## config.mk

```make
export PLATFORM = sky130hd
export DESIGN_NAME = mmss_bcd_timer
export DESIGN_NICKNAME = d
export VERILOG_FILES = /design/src/rtl/mmss_bcd_timer.sv
export SDC_FILE = /design/constraint.sdc
export NUM_CORES = 1
export LEC_CHECK = 0
export BUFFER_PORTS_ARGS = -buffer_cell sky130_fd_sc_hd__buf_2
export CAP_MARGIN = 5
export CORE_MARGIN = 8
export CORE_UTILIZATION = 45
export CTS_CLUSTER_SIZE = 8
export DETAILED_ROUTE_END_ITERATION = 6
export PLACE_DENSITY = 0.63
export SLEW_MARGIN = 20
export SYNTH_ARGS = -nofsm -noshare
export SYNTH_HDL_FRONTEND = slang
export SYNTH_SLANG_ARGS = --single-unit
export TNS_END_PERCENT = 5
```

## constraint.sdc

```tcl
create_clock -name clk -period 5.8 [get_ports clk]
set_clock_uncertainty 0.1 [all_clocks]
set_input_delay 0.87 -clock clk [delete_from_list [all_inputs] [get_ports clk]]
set_output_delay 0.87 -clock clk [all_outputs]
set_load 0.1 [all_outputs]
```

## src/rtl/mmss_bcd_timer.sv

```systemverilog
// mmss_bcd_timer: minutes:seconds BCD stopwatch / countdown timebase.
// Drives four BCD digits {m_msb, m_lsb, s_msb, s_lsb} for a 4-digit display.
// Define MMSS_COUNTDOWN_EN to build the down-count path (dir honoured, expiry
// at 00:00 enters DONE). Without it the block only counts up and saturates at 99:59.
//
// Controls are single-cycle pulses sampled on the rising clock edge with
// priority clear > load > stop > start. There is no valid/ready handshake:
// every pulse is consumed in the cycle it is presented, and lower-priority
// pulses in that same cycle are dropped.
module mmss_bcd_timer #(
  parameter int CLK_HZ  = 100_000_000,
  parameter int TICK_HZ = 1
) (
  input  logic        clk,
  input  logic        rst,
  input  logic        start,
  input  logic        stop,
  input  logic        clear,
  input  logic        load,
  input  logic [15:0] load_bcd,
  input  logic        dir,
  output logic [3:0]  bcd0,
  output logic [3:0]  bcd1,
  output logic [3:0]  bcd2,
  output logic [3:0]  bcd3,
  output logic        running,
  output logic        done,
  output logic        load_err
);

  localparam int DIV = CLK_HZ / TICK_HZ;
  localparam int PW  = $clog2(DIV);
  localparam logic [PW-1:0] PRESC_MAX = PW'(DIV - 1);

  typedef enum logic [1:0] {
    IDLE = 2'd0,
    RUN  = 2'd1,
    DONE = 2'd2
  } state_t;

  state_t        state_q, state_d;
  logic [15:0]   time_q, time_d;
  logic [PW-1:0] presc_q, presc_d;
  logic          load_err_q, load_err_d;

  logic          tick;
  logic          load_ok;
  logic          count_down;
  logic [15:0]   time_up;
  logic [15:0]   time_dn;

`ifdef MMSS_COUNTDOWN_EN
  assign count_down = dir;
`else
  logic unused_dir;
  assign unused_dir = dir;
  assign count_down = 1'b0;
`endif

  // Increment with BCD carry; 99:59 is held (saturation, no wrap).
  function automatic logic [15:0] bcd_inc(input logic [15:0] t);
    logic [3:0] s0, s1, m0, m1;
    {m1, m0, s1, s0} = t;
    if (t == 16'h9959) begin
      return t;
    end
    if (s0 != 4'd9) begin
      s0 = s0 + 4'd1;
    end else begin
      s0 = 4'd0;
      if (s1 != 4'd5) begin
        s1 = s1 + 4'd1;
      end else begin
        s1 = 4'd0;
        if (m0 != 4'd9) begin
          m0 = m0 + 4'd1;
        end else begin
          m0 = 4'd0;
          m1 = m1 + 4'd1;
        end
      end
    end
    return {m1, m0, s1, s0};
  endfunction

  // Decrement with BCD borrow; 00:00 is held (expiry, no wrap).
  function automatic logic [15:0] bcd_dec(input logic [15:0] t);
    logic [3:0] s0, s1, m0, m1;
    {m1, m0, s1, s0} = t;
    if (t == 16'h0000) begin
      return t;
    end
    if (s0 != 4'd0) begin
      s0 = s0 - 4'd1;
    end else begin
      s0 = 4'd9;
      if (s1 != 4'd0) begin
        s1 = s1 - 4'd1;
      end else begin
        s1 = 4'd5;
        if (m0 != 4'd0) begin
          m0 = m0 - 4'd1;
        end else begin
          m0 = 4'd9;
          m1 = m1 - 4'd1;
        end
      end
    end
    return {m1, m0, s1, s0};
  endfunction

  assign tick    = (state_q == RUN) && (presc_q == PRESC_MAX);
  assign time_up = bcd_inc(time_q);
  assign time_dn = bcd_dec(time_q);
  assign load_ok = (load_bcd[3:0]   <= 4'd9) && (load_bcd[7:4]   <= 4'd5) &&
                   (load_bcd[11:8]  <= 4'd9) && (load_bcd[15:12] <= 4'd9);

  // Next-state, next-time, prescaler and error-pulse decode.
  always_comb begin
    state_d    = state_q;
    time_d     = time_q;
    presc_d    = presc_q;
    load_err_d = 1'b0;
    if (clear) begin
      time_d  = 16'h0000;
      presc_d = '0;
      state_d = IDLE;
    end else if (load) begin
      if (load_ok) begin
        time_d  = load_bcd;
        presc_d = '0;
        state_d = IDLE;
      end else begin
        load_err_d = 1'b1;
      end
    end else begin
      // A stop edge still advances the prescaler so resume continues the period.
      if (state_q == RUN) begin
        presc_d = tick ? '0 : presc_q + PW'(1);
      end
      if (stop) begin
        if (state_q == RUN) begin
          state_d = IDLE;
        end
      end else if (start && (state_q == IDLE)) begin
        if (count_down && (time_q == 16'h0000)) begin
          state_d = DONE;
        end else begin
          state_d = RUN;
        end
      end
      // Expiry/saturation wins over a coincident stop.
      if (tick) begin
        if (count_down) begin
          time_d = time_dn;
          if (time_dn == 16'h0000) begin
            state_d = DONE;
          end
        end else begin
          time_d = time_up;
          if (time_up == 16'h9959) begin
            state_d = DONE;
          end
        end
      end
    end
  end

  // State, digit, prescaler and error registers.
  always_ff @(posedge clk or posedge rst) begin
    if (rst) begin
      state_q    <= IDLE;
      time_q     <= 16'h0000;
      presc_q    <= '0;
      load_err_q <= 1'b0;
    end else begin
      state_q    <= state_d;
      time_q     <= time_d;
      presc_q    <= presc_d;
      load_err_q <= load_err_d;
    end
  end

  assign bcd0     = time_q[3:0];
  assign bcd1     = time_q[7:4];
  assign bcd2     = time_q[11:8];
  assign bcd3     = time_q[15:12];
  assign running  = (state_q == RUN);
  assign done     = (state_q == DONE);
  assign load_err = load_err_q;

endmodule
```

# Word level (Yosys, flattened, before mapping)
# Index checks and enable logic that the tools add are counted.
[word_totals]
wordCells = 64
out_inout_bits = 19
inputBits = 23
register_bits = 46
[classes]
n_eq_ne = 9
reduce_logical = 10
n_lt_le_gt_ge = 4
add_sub_neg = 5
mux = 32
[op_table]
columns = ["cell", "count"]
rows = [
  ["2-to-1 mux 27 bit", 5],
  ["2-to-1 mux 16 bit", 6],
  ["2-to-1 mux 4 bit", 9],
  ["== test 16 bit, second input constant", 2],
  ["adder 27 x 1 -> 27 bit, second input constant", 1],
  ["== test 27 bit, second input constant", 1],
  ["adder 4 x 1 -> 4 bit, second input constant", 4],
  ["2-to-1 mux 2 bit", 8],
  ["<= comparator 4 bit, second input constant", 3],
  ["inequality test 4 bit, second input constant", 2],
  ["nonzero test 3 bit", 2],
  ["logical AND 1 bit", 5],
  ["<= comparator 4 x 3 -> 1 bit, second input constant", 1],
  ["2-to-1 mux 1 bit", 4],
  ["inequality test 4 x 3 -> 1 bit, second input constant", 1],
  ["AND reduction 2 bit", 2],
  ["inequality test 3 x 2 -> 1 bit, second input constant", 1],
  ["== test 2 x 1 -> 1 bit, second input constant", 1],
  ["== test 2 bit, second input constant", 1],
  ["zero test 2 bit", 1],
]

# Logic depth before layout (Yosys ltp)
# Gate-level depths: netlist of run 1.
[logic_depth]
depth_word = 10
ltp_mapped = 8
ltp_nobuf = 8

# Worst setup path before layout of run 1
# No wires, ideal clock.
[synth_path]
path_type = "reg2out"
startpoint = "reg state_q[0]"
endpoint = "out done"
required_ns = 4.830
arrival_ns = 1.652
stages_incl_launch_ff = 2
path_buffers = 0
setup_slack_ns = 3.178
path_cell_list = "dfrtp_1 nor2_1"
[synth_between]
elab_chain_len = 1
[synth_lines]
columns = ["element", "line_no", "rtl"]
rows = [
  ["from (decl)", "41", "state_t state_q, state_d;"],
  ["from (signal assigned)", "177", "state_q <= state_d;"],
  ["== test 2 bit", "189", "assign done = (state_q == DONE);"],
  ["to (decl)", "27", "output logic done,"],
]
# Every way passes these cells.

# Worst setup path in the final report of run 1
[layout_path]
startpoint = "reg presc_q[0]"
endpoint = "reg time_q[10]"
[layout_between]
elab_chain_len = 4
[layout_lines]
columns = ["element", "line_no", "rtl"]
rows = [
  ["from (decl)", "43", "logic [PW-1:0] presc_q, presc_d;"],
  ["from (signal assigned)", "179", "presc_q <= presc_d;"],
  ["== test 27 bit", "112", "assign tick = (state_q == RUN) && (presc_q == PRESC_MAX);"],
  ["logical AND 1 bit", "112", ""],
  ["nonzero test 3 bit (no line)", "n/a", ""],
  ["AND reduction 2 bit (no line)", "n/a", ""],
  ["to (signal assigned)", "178", "time_q <= time_d;"],
  ["to (decl)", "42", "logic [15:0] time_q, time_d;"],
]
# Every way passes these cells.
# A chain may end at the register's enable or synchronous reset.

==> results.ini, run 1 <==
[power]
powerDensity_nw_per_um2 = 237
pwr-share-clk_pct = 24.5
p_switching_uw = 307
intPower_uw = 470
p_sw_share_pct = 39.6
pwr-share-seq_pct = 46.5
peakVddDrop_mv = 0.143
p_comb_share_pct = 29.0
leakagePower_uw = 0.00143

[yosys]
synth_warnings = 0
avgSynthCellArea_sq_um = 8.75
syn_area_sq_um = 2990
synth-edff-count = 0
yosysUniqueCellTypes = 57
synth_top_flop_cell = dfrtp_1
async_flop_share_pct = 100
yosysSeqAreaShare_pct = 38.6
synthCells = 341
synth_seq_cells = 46
syn-num-nets = 367

[route]
met1_length_um = 3340
routed-wl-met3_um = 397
firstDrtPassIters = 4
route.met2.wl_um = 3750
highest_layer = met4
drt-initial-drc-count = 99
wl_per_cell_um = 16.9
via_per_inst = 5.82
num_vias = 2608
drc = 0
ant_nets = 0
finalWirelength_um = 7570

[layout]
most-common-layout-cells = dfrtp_1 (46), buf_2 (40), nand2_1 (33), nor2_1 (32), a21oi_1 (20)
areaGrowthSynthToFinish_pct = 9.89
final_layout_size_suffix_gt1_share_pct = 17.0
fin_area_sq_um = 3280
nNetsFinal = 397
antenna_cells = 0
nFillCells = 617
post-route-util_pct = 51.4
final_common_cell = dfrtp_1

[clock_tree]
cts_resized = 0
postCtsHoldBufs = 0
clk_latency_ps = 300
cts-root-buf = clkbuf_8
path_clk_slew_ps = 90
cts_tree = yes
cts_buffers = 5
clock-sinks = 46
cts_max_path_buffers = 2
post-cts-setup-buffer-count = 0
h-tree-depth = 2

[timing]
min_period_over_period_pct = 46.5
fmax_mhz = 371
rsz0062_at_grt = no
slew_headroom_pct = 45.1
min_period_ps = 2700
tightestPinTransition_ps = 822
finalHoldViolCount = 0
slew_violations = 0
setup_tns_ps = 0
setup_viol = 0

[worst_setup_path]
timing.rr.start = presc_q[0]
worstSetupStartpointType = flip-flop
end_kind = flip-flop
slowest_delay_ps = 500
slowest_stage = and3_1
cp.arrival_ps = 2820
path_buf_inv = 0
required_ps = 5920
r2r_cells = 7
crit_chain = ha_1 -> and3_1 -> nand3_1 -> o31ai_4 -> and2_4 -> nand2b_4 -> o22ai_1
path_class = flip-flop to flip-flop
crit_fanout = 22
rrSetupSlack_ps = 3100
rr_endpoint = time_q[10]
crit_family = simple AND/OR/NAND/NOR gates

[placement]
numPortBuffers = 40
dpl_cell_area_sq_um = 3200
gp_congestion = 0.825
hpwl_um = 5290

[floorplanning]
io_pins = 42
initial_core_util_pct = 46.7
die-width_um = 97.5
die_height_um = 97.5
rows = 29
coreArea_sq_um = 6390
fp.dieArea_sq_um = 9500

[min_path]
holdCritStartpoint = presc_q[7]
hold_end = presc_q[7]
hp-class = flip-flop to flip-flop
hold_path_depth = 1

[grt]
grt_first_pass_wirelength_um = 12400
grt_pass1_vias = 2571
track_usage_pct = 15.6
antenna_found_initial = 0
grt_start_max_net_pins = 47
grt_overflow = 0

[run_status]
outcome = finished clean

[job]
drv_cap = 0

[Yosys cell counts, drive strengths merged (2+ instances only)]
cell / count / area share (%)
dfrtp: 46 / 39
nand2: 34 / 4.5
nor2: 32 / 4.0
o21ai: 27 / 4.5
a21oi: 20 / 3.4
nand3: 14 / 2.3
nand4: 14 / 3.1
o31ai: 13 / 4.6
inv: 12 / 1.5
xnor2: 11 / 3.2
nor3: 10 / 1.7
buf: 9 / 1.9
clkbuf: 8 / 1.0
mux2i: 8 / 2.7
xor2: 8 / 2.3
nand2b: 7 / 1.7
nor2b: 7 / 1.5
and2: 6 / 1.3
and4: 6 / 1.8
and3: 4 / 0.84
and4bb: 4 / 1.7
nor4: 4 / 0.84
a31oi: 3 / 0.63
ha: 3 / 1.3
o22ai: 3 / 0.63
o41ai: 3 / 1.4
a211o: 2 / 0.63
a211oi: 2 / 0.67
a221o: 2 / 0.67
and2b: 2 / 0.50
and3b: 2 / 0.59
nor3b: 2 / 0.50
o211ai: 2 / 0.50
[power by group through the flow]
stage | logic [uW] | registers [uW] | clock network, uW
floorplan | 93.2 | 455 | 0
global placement | 224 | 366 | 0
detailed placement | 227 | 367 | 0
CTS | 227 | 361 | 197
global route | 241 | 365 | 209
finish | 225 | 362 | 191
[state kept, by name (all words and copies together), names as in the netlist]
signal,flops
load_err,1
presc_q,27
state_q,2
time_q,16
[logic make-up (layout without fill, tap and decap cells)]
family,after synthesis,after routing,synth area share [%]
mux,8,8,2.68
buf+inv,29,59,4.40
fa+ha+maj,3,3,1.26
flops,46,46,38.6
compound gates,83,83,19.3
simple gates,153,153,28.2
xor+xnor,19,19,5.57
[how the worst max path moves through the flow]
stage | to | slack [ps] | startpoint | cells after the start
finish | time_q[10] | 3100 | presc_q[0] | 7
CTS | presc_q[22] | 2860 | load | 6
floorplan | done | 3180 | state_q[0] | 1
detailed placement | presc_q[22] | 2550 | load | 6
global placement | presc_q[22] | 2550 | load | 6
global route | time_q[8] | 2890 | presc_q[0] | 7
[per-stage QoR]
| stage | hold WS, ps | total power (uW) | worst slack (ps) | std cells |
|---|---|---|---|---|
| 4_1_cts | 379 | 785 | 2860 | 448 |
| 6_report | 381 | 777 | 3100 | 448 |
| 5_1_grt | 424 | 815 | 2890 | 448 |
| 3_3_place_gp | 369 | 590 | 2550 | 441 |
| 2_1_floorplan | 338 | 548 | 3180 | 341 |
| 3_5_place_dp | 365 | 594 | 2550 | 441 |
[layer usage]
metal | global-route usage (%) | vias up
met5 | 0 | -
met4 | 4.78 | 0
met3 | 4.05 | 8
met2 | 27.5 | 45
met1 | 17.9 | 1262
li1 | - | 1293
[worst register-to-register path: stages, from the launching register on]
cell and delay [ps]:
dfrtp_1 410, ha_1 200, and3_1 500, nand3_1 250, o31ai_4 450, and2_4 400, nand2b_4 120, o22ai_1 190
[area by class of cell]
class                   count  area, sq um  area share [%]
clock buffers               7         76.3            2.33
inverters                  12         46.3            1.41
multi-input cells         266         1710            52.1
flip-flops and latches     46         1150            35.1
well taps                  77         96.3            2.94
repair buffers             40          200            6.10
(Power assumes the default switching activity.)
==> run 2, diff against run 1 <==
==> constraint.sdc (replaced) <==
create_clock -name clk -period 2.7 [get_ports clk]
set_clock_uncertainty 0.1 [all_clocks]
set_input_delay 0.405 -clock clk [delete_from_list [all_inputs] [get_ports clk]]
set_output_delay 0.405 -clock clk [all_outputs]
set_load 0.1 [all_outputs]
==> run 2 against run 1 <==
- sequential share of layout area fell by 1.3 points
- via count rose by 1.2%
- setup slack got worse by 2800 ps
- critical path type unchanged
- largest power group unchanged
- highest routed layer unchanged
==> results.ini, run 2 (synthesized netlist as in run 1, its figures left out) <==
[layout]
areaGrowthSynthToFinish_pct = 14.2
fin_area_sq_um = 3410  ; +3.9%
nNetsFinal = 409  ; +3.0%
post-route-util_pct = 53.4  ; +2.0 points
largest-register = presc_q
largest_register_ffs = 27  ; unchanged
most-common-layout-cells = dfrtp_1 (46), buf_2 (40), nand2_1 (33), nor2_1 (32), a21oi_1 (20)
antenna_cells = 0  ; unchanged
final_layout_size_suffix_gt1_share_pct = 20.1  ; +3.1 points
largestRegisters = presc_q (27), time_q (16), state_q (2)
final_common_cell = dfrtp_1

[worst_setup_path]
path_class = flip-flop to flip-flop
cp.arrival_ps = 2460  ; -360 ps
slowest_stage = and4bb_1
required_ps = 2800  ; -3120 ps
end_kind = flip-flop
worstSetupStartpointType = flip-flop
crit_chain = and4bb_1 -> nand4b_1 -> mux2i_1 -> nand4_1 -> nor3_1 -> o21ai_0
crit_fanout = 12  ; -45%
slowest_delay_ps = 590  ; +90 ps

[power]
p_comb_share_pct = 28.3  ; -0.7 points
p_sw_share_pct = 38.4  ; -1.1 points
pwr-share-clk_pct = 29.7  ; +5.2 points
leakagePower_uw = 0.00150  ; +5.0%
powerDensity_nw_per_um2 = 534  ; +130%
p_switching_uw = 700  ; +130%
pwr-share-seq_pct = 41.9  ; -4.6 points
intPower_uw = 1120  ; +140%
peakVddDrop_mv = 0.419  ; +190%

[clock_tree]
clock-sinks = 46  ; unchanged
cts_resized = 0  ; unchanged
cts-root-buf = clkbuf_8
path_clk_slew_ps = 100  ; about the same
cts_tree = yes
cts_buffers = 5  ; unchanged
clk_latency_ps = 310  ; about the same
cts_max_path_buffers = 2  ; unchanged
h-tree-depth = 2  ; unchanged

[floorplanning]
initial_core_util_pct = 46.7  ; unchanged
io_pins = 42  ; unchanged
die-width_um = 97.5  ; unchanged
rows = 29  ; unchanged
fp.dieArea_sq_um = 9500  ; unchanged
die_height_um = 97.5  ; unchanged
coreArea_sq_um = 6390  ; unchanged

[grt]
gr-usage-met3_pct = 3.56  ; -0.50 points
grt_busiest_layer = met2
use_met2_pct = 27.0  ; -0.57 points
grt_start_max_net_pins = 25  ; -47%
grt_pass1_vias = 2621  ; +1.9%
track_usage_pct = 15.5  ; -0.14 points
gr-usage-met1_pct = 18.2  ; +0.21 points
grt_first_pass_wirelength_um = 12300  ; -0.83%
grt_overflow = 0  ; unchanged
antenna_found_initial = 0  ; unchanged

[timing]
holdWs_ps = 259  ; -122 ps
setup_tns_ps = 0  ; unchanged
fmax_mhz = 423  ; +14%
slew_headroom_pct = 52.6  ; +7.5 points
tightestPinTransition_ps = 709  ; -113 ps
setup_slack_ps = 337  ; -2770 ps
min_period_ps = 2360  ; -334 ps
finalHoldViolCount = 0  ; unchanged
setup_viol = 0  ; unchanged
min_period_over_period_pct = 87.5  ; +41 points
slew_violations = 0  ; unchanged
rsz0062_at_grt = no

[placement]
hpwl_um = 5460  ; +3.2%
dpl_cell_area_sq_um = 3280  ; +2.6%
gp_congestion = 0.915  ; +11%
numPortBuffers = 40  ; unchanged
place_ws_ps = 250  ; -2300 ps

[route]
drt-initial-drc-count = 77  ; -22%
num_vias = 2639  ; +1.2%
ant_nets = 0  ; unchanged
wl_per_cell_um = 16.2  ; -4.4%
firstDrtPassIters = 4  ; unchanged
drc = 0  ; unchanged
finalWirelength_um = 7450  ; -1.6%
via_per_inst = 5.72  ; -1.7%

[min_path]
hp-class = primary input to flip-flop

[job]
drv_cap = 0  ; unchanged

[run_status]
outcome = finished clean

-- run 2: changes by cell type in the layout (fill, tap and decap cells not counted), sizes merged --
cell and change:
buf +11, clkbuf -2, clkinvlp +2, bufinv +1, clkinv -1, dlygate4sd3 +1, inv +1
-- run 2: cell type report --
type                            instances  area [sq um]
Clock buffer                            5          68.8
Clock inverter                          3          45.0
Fill cell                             586          2980
Inverter                               12          45.0
Multi-Input combinational cell        266          1710
Sequential cell                        46          1150
Tap cell                               77          96.3
Timing Repair Buffer                   52           293
-- run 2: power by group through the flow --
stage               Combinational, uW  Sequential, uW  Clock [uW]
floorplan                         200             978           0
detailed placement                515             778           0
global route                      550             770         569
finish                            516             764         541
CTS                               517             764         546
global placement                  510             776           0
-- run 2: worst paths after layout --
path / endpoint / cells past startpoint / slack, ps / startpoint
worst max-delay path: state_q[0] / 6 / 340 / time_q[2]
worst min-delay path: time_q[2] / 3 / 260 / load_bcd[2]
worst max register to register: state_q[0] / 6 / 340 / time_q[2]
worst min register to register: presc_q[7] / 1 / 390 / presc_q[7]
max in group asynchronous: presc_q[24] / 4 / 1430 / rst
min in group asynchronous: time_q[11] / 3 / 490 / rst
-- run 2: what timing repair did --
action / CTS / global route
hold buffers: 1 / 0
hold endpoints to repair: 13 / 0
buffers inserted: 0 / 0
-- run 2: per-layer routing --
metal / up-vias / wire length [um]
met1: 1258 / 3350
met3: 5 / 338
met4: 0 / 57
met2: 51 / 3710
met5: - / 0
li1: 1325 / -
-- run 2: metrics by stage --
step	instances	total power [uW]
finish	461	1820
global route	461	1890
CTS	461	1830
detailed placement	452	1290
global placement	452	1290
floorplan	341	1180
-- run 2: worst max-delay path, delay by kind of cell (launching register included) --
kind	cells	cell delay [ps]
AND/OR/NAND/NOR	4	1320
flip-flops	1	480
multiplexers	1	210
AO/OA/AOI/OAI	1	130
==> run 3, diff against run 2 <==
--- a/config.mk
+++ b/config.mk
@@ -11,6 +11,7 @@
 export CORE_UTILIZATION = 45
 export CTS_CLUSTER_SIZE = 8
 export DETAILED_ROUTE_END_ITERATION = 6
+export MAX_ROUTING_LAYER = met4
 export PLACE_DENSITY = 0.63
 export SLEW_MARGIN = 20
 export SYNTH_ARGS = -nofsm -noshare
==> run 3 against run 2 <==
- power hardly changed
- hold slack improved by 8.5 ps
- maximum frequency fell by 0.36%
- final area did not move
- core utilization unchanged
==> results.ini, run 3 (synthesized netlist as in run 1, its figures left out) <==
[layout]
largest_register_ffs = 27  ; unchanged
fin_area_sq_um = 3410  ; unchanged
largestRegisters = presc_q (27), time_q (16), state_q (2)
post-route-util_pct = 53.4  ; unchanged
areaGrowthSynthToFinish_pct = 14.2  ; unchanged
fin_cells = 461  ; unchanged
nNetsFinal = 409  ; unchanged
final_common_cell = dfrtp_1
largest-register = presc_q
most-common-layout-cells = dfrtp_1 (46), buf_2 (40), nand2_1 (33), nor2_1 (32), a21oi_1 (20)
antenna_cells = 0  ; unchanged
nFillCells = 586  ; unchanged
final_layout_size_suffix_gt1_share_pct = 20.1  ; unchanged

[clock_tree]
path_clk_slew_ps = 100  ; about the same
clk_latency_ps = 310  ; about the same
post-cts-setup-buffer-count = 0  ; unchanged
cts-root-buf = clkbuf_8
cts_max_path_buffers = 2  ; unchanged
h-tree-depth = 2  ; unchanged
cts_buffers = 5  ; unchanged
cts_tree = yes
clock-sinks = 46  ; unchanged

[timing]
fmax_mhz = 422  ; -0.36%
slew_headroom_pct = 49.8  ; -2.8 points
min_period_ps = 2370  ; +8.54 ps
setup_viol = 0  ; unchanged
slew_violations = 0  ; unchanged
rsz0062_at_grt = no
setup_tns_ps = 0  ; unchanged
finalHoldViolCount = 0  ; unchanged
min_period_over_period_pct = 87.8  ; +0.32 points
tightestPinTransition_ps = 750  ; +41.5 ps

[worst_setup_path]
required_ps = 2790  ; about the same
crit_fanout = 12  ; unchanged
end_kind = flip-flop
worstSetupStartpointType = flip-flop
path_class = flip-flop to flip-flop
cp.arrival_ps = 2470  ; about the same

[min_path]
hp-class = primary input to flip-flop

[route]
num_vias = 2640  ; +0.038%
via_per_inst = 5.73  ; about the same
ant_nets = 0  ; unchanged
drt-initial-drc-count = 104  ; +35%
drc = 0  ; unchanged
finalWirelength_um = 7470  ; +0.17%
firstDrtPassIters = 4  ; unchanged
wl_per_cell_um = 16.2  ; +0.17%

[grt]
track_usage_pct = 15.9  ; +0.45 points
grt_pass1_vias = 2619  ; -0.076%
antenna_found_initial = 0  ; unchanged
grt_first_pass_wirelength_um = 12300  ; -0.11%
grt_start_max_net_pins = 25  ; unchanged
grt_overflow = 0  ; unchanged

[run_status]
outcome = finished clean

[power]
peakVddDrop_mv = 0.419  ; about the same
powerDensity_nw_per_um2 = 534  ; about the same
p_total_uw = 1820  ; about the same
leakagePower_uw = 0.00150  ; unchanged

[floorplanning]
fp.dieArea_sq_um = 9500  ; unchanged
rows = 29  ; unchanged
coreArea_sq_um = 6390  ; unchanged
die-width_um = 97.5  ; unchanged
initial_core_util_pct = 46.7  ; unchanged
die_height_um = 97.5  ; unchanged
io_pins = 42  ; unchanged

[placement]
dp_cells = 452  ; unchanged
hpwl_um = 5460  ; unchanged
dpl_cell_area_sq_um = 3280  ; unchanged
numPortBuffers = 40  ; unchanged
gp_congestion = 0.931  ; +1.7%

[job]
drv_cap = 0  ; unchanged

==> run 3: final timing paths <==
| path | to | slack (ps) | start | depth (start not counted) |
|---|---|---|---|---|
| max | state_q[0] | 330 | time_q[2] | 6 |
| min | time_q[2] | 270 | load_bcd[2] | 3 |
| max reg2reg | state_q[0] | 330 | time_q[2] | 6 |
| min reg2reg | presc_q[7] | 390 | presc_q[7] | 1 |
| max in group asynchronous | presc_q[24] | 1430 | rst | 4 |
| min in group asynchronous | time_q[11] | 490 | rst | 3 |
==> run 3: cell type report <==
type                            instances  area, sq um  share of cell area (%)
Multi-Input combinational cell        266         1710                    50.2
Clock buffer                            5         68.8                    2.02
Sequential cell                        46         1150                    33.8
Inverter                               12         45.0                    1.32
Tap cell                               77         96.3                    2.83
Timing Repair Buffer                   52          293                    8.59
Clock inverter                          3         45.0                    1.32
==> run 3: power by group <==
group	leakage [uW]	internal, uW	switching [uW]
clock network	0.0000504	276	264
registers	0.000629	720	44.4
logic	0.000819	126	391
==> run 3: timing repair <==
action | in CTS | in global routing
gates resized for setup | 0 | 0
endpoints found under the hold margin | 13 | 0
endpoints found under the setup margin | 0 | 0
hold buffers | 1 | 0
==> run 3: routing by layer <==
metal / vias up / GRT usage, % / routed length (um)
met5: - / - / 0
met4: 0 / 5.24 / 57
met3: 5 / 3.56 / 348
met2: 51 / 26.9 / 3690
met1: 1262 / 18.2 / 3370
li1: 1322 / - / -
==> run 3: metrics by stage <==
stage	hold slack, ps	setup slack [ps]
floorplan	338	137
global placement	288	230
detailed placement	292	250
CTS	261	282
global route	268	108
finish	267	328
==> run 3: worst max-delay path, stage by stage, from the launching register on <==
cell and delay (ps):
dfrtp_1 480, and4bb_1 600, nand4b_1 300, mux2i_1 210
nand4_1 90, nor3_1 350, o21ai_0 130
